==> config.mk <==
export PLATFORM = sky130hd
export DESIGN_NAME = psx_pixel_fifo
export DESIGN_NICKNAME = d
export VERILOG_FILES = /design/src/rtl/psx_pixel_fifo.sv
export SDC_FILE = /design/constraint.sdc
export NUM_CORES = 1
export LEC_CHECK = 0
export CORE_MARGIN = 3
export CORE_UTILIZATION = 40
export DETAILED_ROUTE_END_ITERATION = 16
export SETUP_SLACK_MARGIN = 0.02
export SLEW_MARGIN = 15
export SYNTH_ARGS = -nofsm -noshare
export SYNTH_HDL_FRONTEND = slang
export SYNTH_SLANG_ARGS = --single-unit
==> constraint.sdc <==
create_clock -name clk -period 3.2 [get_ports clk]
set_input_delay 0.48 -clock clk [delete_from_list [all_inputs] [get_ports clk]]
set_output_delay 0.48 -clock clk [all_outputs]
set_load 0.005 [all_outputs]
==> src/rtl/psx_pixel_fifo.sv <==
// rtl/psx_pixel_fifo.sv - PSX BGR555 to RGB888 pixel FIFO with first-word fall-through output
// Converts on push, stores 24-bit pixels, and counts starved output cycles once traffic has begun.
module psx_pixel_fifo #(
  parameter int DEPTH = 16,
  parameter int CW    = $clog2(DEPTH) + 1
) (
  input  logic          clk,
  input  logic          rst,
  input  logic [14:0]   pix_in,
  input  logic          pix_in_valid,
  output logic          pix_in_rdy,
  output logic [23:0]   video_out,
  output logic          video_valid,
  input  logic          video_rdy,
  output logic [CW-1:0] level,
  output logic [15:0]   underrun_cnt
);

  localparam int AW = $clog2(DEPTH);

  logic [23:0]   mem [DEPTH];
  logic [AW-1:0] wr_ptr;
  logic [AW-1:0] rd_ptr;
  logic          started;
  logic          push;
  logic          pop;
  logic [23:0]   pix_rgb;

  // Replicating the top bits keeps full-scale 0x1F mapped to 0xFF.
  function automatic logic [7:0] expand(input logic [4:0] c);
    return {c, c[4:2]};
  endfunction

  assign pix_rgb     = {expand(pix_in[4:0]), expand(pix_in[9:5]), expand(pix_in[14:10])};
  assign pix_in_rdy  = !rst && (level < CW'(DEPTH));
  assign video_valid = !rst && (level != '0);
  assign video_out   = video_valid ? mem[rd_ptr] : 24'h000000;
  assign push        = pix_in_valid && pix_in_rdy;
  assign pop         = video_valid && video_rdy;

  always_ff @(posedge clk) begin
    if (push) begin
      mem[wr_ptr] <= pix_rgb;
    end
  end

  always_ff @(posedge clk) begin
    if (rst) begin
      wr_ptr       <= '0;
      rd_ptr       <= '0;
      level        <= '0;
      started      <= 1'b0;
      underrun_cnt <= 16'h0000;
    end else begin
      if (push) begin
        wr_ptr  <= wr_ptr + AW'(1);
        started <= 1'b1;
      end
      if (pop) begin
        rd_ptr <= rd_ptr + AW'(1);
      end
      case ({push, pop})
        2'b10:   level <= level + CW'(1);
        2'b01:   level <= level - CW'(1);
        default: level <= level;
      endcase
      if (started && video_rdy && !video_valid && (underrun_cnt != 16'hFFFF)) begin
        underrun_cnt <= underrun_cnt + 16'h0001;
      end
    end
  end

endmodule

==> summary.txt <==
Synth
  • Largest cells by area after synthesis: edfxtp_1, mux4_2, dfxtp_1
  • Number of flops mapped to enable cells by yosys: 240
  • Cells after Synth: between 600 and 700
  • Mean Syn Cell Area: about 18 sq um
  • Syn Nets: ~650
  • Synthesized area: 11,130 sq um
  • Yosys reg bits: 274
  • Synth top area share: 0.6478
  • Most frequent cell after synthesis: edfxtp_1
  • Ys Warns: 0
  • Synth Flop Type: edfxtp_1
  • FFs w/ async S/R, synth: 0
  • Post-synthesis cell type count: 50
  • Cell accounting for the most synthesized area: edfxtp_1
  • Sequential area share after synthesis: 0.7090
  • Leading cell types by count after synthesis: edfxtp_1, mux4_2, nor2_1

Layout
  • Filler cells: between 2,000 and 2,500
  • Layout cells sized above 1: 0.2500
  • Final nets: around 750
  • N_diodes: 0
  • Final Cell Area: 13,480 sq um
  • Fin cells: 1,112
  • Area growth syn-to-layout: 21.20%
  • Final Util: 0.4962

Timing
  • Setup_tns: 0 ns
  • Worst slew pin tran: 0.5852 ns
  • Skew final: 0.007923 ns
  • RSZ-0062 raised after global routing: yes
  • Final Setup Violations: 0
  • Min cycle time layout: 3.171 ns
  • Slew headroom: 0.6086
  • Final period util: 0.9910
  • Fin. max-slew vios: 0
  • Fmax: around 320 MHz
  • Number of hold violations in the final report: 0
  • WHS: 0.4605 ns

Routing
  • DR iter-0 viols: 467
  • Antenna Violating Nets Remaining: 0
  • Routed via count: 5,957
  • First-pass DRT Iterations: 5
  • Residual DRC count: 0
  • Routed Wire Length: 24.51 mm
  • Via-to-Cell Ratio: 5.357
  • DR top layer: met4
  • Wire length on met1: 10.85 mm
  • Post-DR wirelength/cell: roughly 22 microns
  • WL met3: 1.512 mm
  • WL met2: around 12 mm

Outcome
  • Status: complete, no violations

Power
  • Worst vdd ir: 0.3861 mV
  • PwrDens: slightly below 600 nW/um^2
  • Leakage Power: 4.290 nW

Floorplan
  • Initial Utilization: 0.4094
  • Row cnt: 60
  • Total die area: 29,850 sq um
  • Die Y: around 170 microns
  • Die W: 172.8 microns
  • Ports: 66
  • Core box area: approximately 27,000 sq um

Critical path
  • CP Launch Type: flop
  • CP bufs+invs: 3
  • Critical Path, Cell by Cell: buf_12 > buf_4 > mux4_2 > a211oi_1 > a211oi_1 > clkdlybuf4s50_1
  • CP max FO: 11
  • CP delay by family, top: buffers and inverters
  • Worst path slowest cell: clkdlybuf4s50_1
  • R2R Setup Slk: around 0.43 ns
  • Critical path arrival: 2.69 ns
  • CP Data Required Time: 2.72 ns
  • Worst Setup End Kind: output pin
  • Most common cell on crit path: a211oi_1
  • Max stage delay on crit path: 0.52 ns
  • Crit Path Class: reg -> out

Clock tree
  • Inserted Clock Buffers: 28
  • Clk Latency, worst-skew pair: 0.52 ns
  • Hold buffers post-CTS: 0
  • Clk slew on worst S/H paths: 0.06 ns
  • CTS sink cnt: 274
  • Clk buf depth: 3
  • CTS Root Cell: clkbuf_16
  • TritonCTS clock tree: built
  • H-tree depth: 1

Place
  • Inst Count DP: 1,054
  • PortBufs: 65
  • Placed inst area: 12,410 sq um
  • RePlAce Congestion: between 0.8 and 0.9
  • Final HPWL DP: about 15 mm

Global route
  • Vias in the first global route: 6,262
  • Total gr overflow: 0
  • First-pass GRT wire length: 37.77 mm
  • Initial antenna violation count: 0
  • GR Util All Layers: 0.1624
  • Pin count of the biggest net entering global routing: 61

Run
  • Number of max-cap violations: 0

Hold path
  • Hold Crit Class: reg -> reg
metrics by stage:
| step | total power [mW] | setup WS, ns |
|---|---|---|
| after floorplan | 4.442 | 0.3285 |
| after global placement | 4.723 | 0.1907 |
| after detailed placement | 4.739 | 0.1293 |
| after CTS | 7.948 | -0.01203 |
| after global routing | 8.160 | -0.1087 |
| final | 7.863 | 0.02870 |
final timing paths:
| check | startpoint | end | cells after the start |
|---|---|---|---|
| hold / removal | rd_ptr[3] | rd_ptr[3] | 1 |
| setup reg to reg | level[1] | level[4] | 10 |
| hold reg to reg | rd_ptr[3] | rd_ptr[3] | 1 |
| setup / recovery | flop | video_out[4] | 6 |
kinds of logic after synthesis:
| family | Yosys count | share of synthesized area |
|---|---|---|
| buffers and inverters | 52 | 0.02395 |
| AOI/OAI and AO/OA | 53 | 0.03531 |
| xor gates and xnor gates | 20 | 0.01574 |
| muxes | 80 | 0.1397 |
| adders and majority gates | 9 | 0.01012 |
| DFF | 274 | 0.7090 |
| and+or+nand+nor | 130 | 0.06624 |
power breakdown:
part	switching [mW]	internal [mW]	total [mW]
combinational	0.344	0.389	0.732
clock	1.28	1.88	3.17
sequential	0.0394	3.92	3.96
total	1.67	6.20	7.86
flip-flops by register name, summed over array words and instances (netlist names), named ones only:
register / cells
level: 5
mem: 240
rd_ptr: 4
started: 1
underrun_cnt: 16
wr_ptr: 4
layer usage:
metal  vias up  track usage
li1       2657            -
met1      3083       0.2271
met2       185       0.2649
met3        32      0.03623
met4         0      0.03345
met5         -            0
final cells by class:
cell class / count / area (sq um) / share of cell area
multi-input cells: 292 / 3047 / 0.2259
inverters: 7 / 26.28 / 0.001949
well taps: 372 / 465.4 / 0.03452
clock inverters: 19 / 171.4 / 0.01271
repair buffers: 117 / 1147 / 0.08509
clock buffers: 31 / 733.2 / 0.05437
flip-flops and latches: 274 / 7894 / 0.5854
cell usage in the layout (no fill, tap or decap), types with 9 or more instances in the layout:
cell,netlist,final
xnor2_1,15,15
clkbuf_16,0,30
a211oi_1,31,23
ha_1,9,9
mux4_2,60,60
dfxtp_1,34,31
mux2i_1,18,16
edfxtp_1,240,240
nor2b_1,19,19
buf_4,15,44
clkinv_2,0,9
clkdlybuf4s50_1,0,58
nand2_1,18,18
nor2_1,41,41
what timing repair did:
| action | in CTS | in global routing |
|---|---|---|
| cloned | 1 | 1 |
| endpoints found under the setup margin | 16 | 18 |
| setup buffers | 5 | 1 |
| hold endpoints to repair | 0 | 0 |
| resized for setup | 17 | 4 |
(Power assumes the default switching activity.)
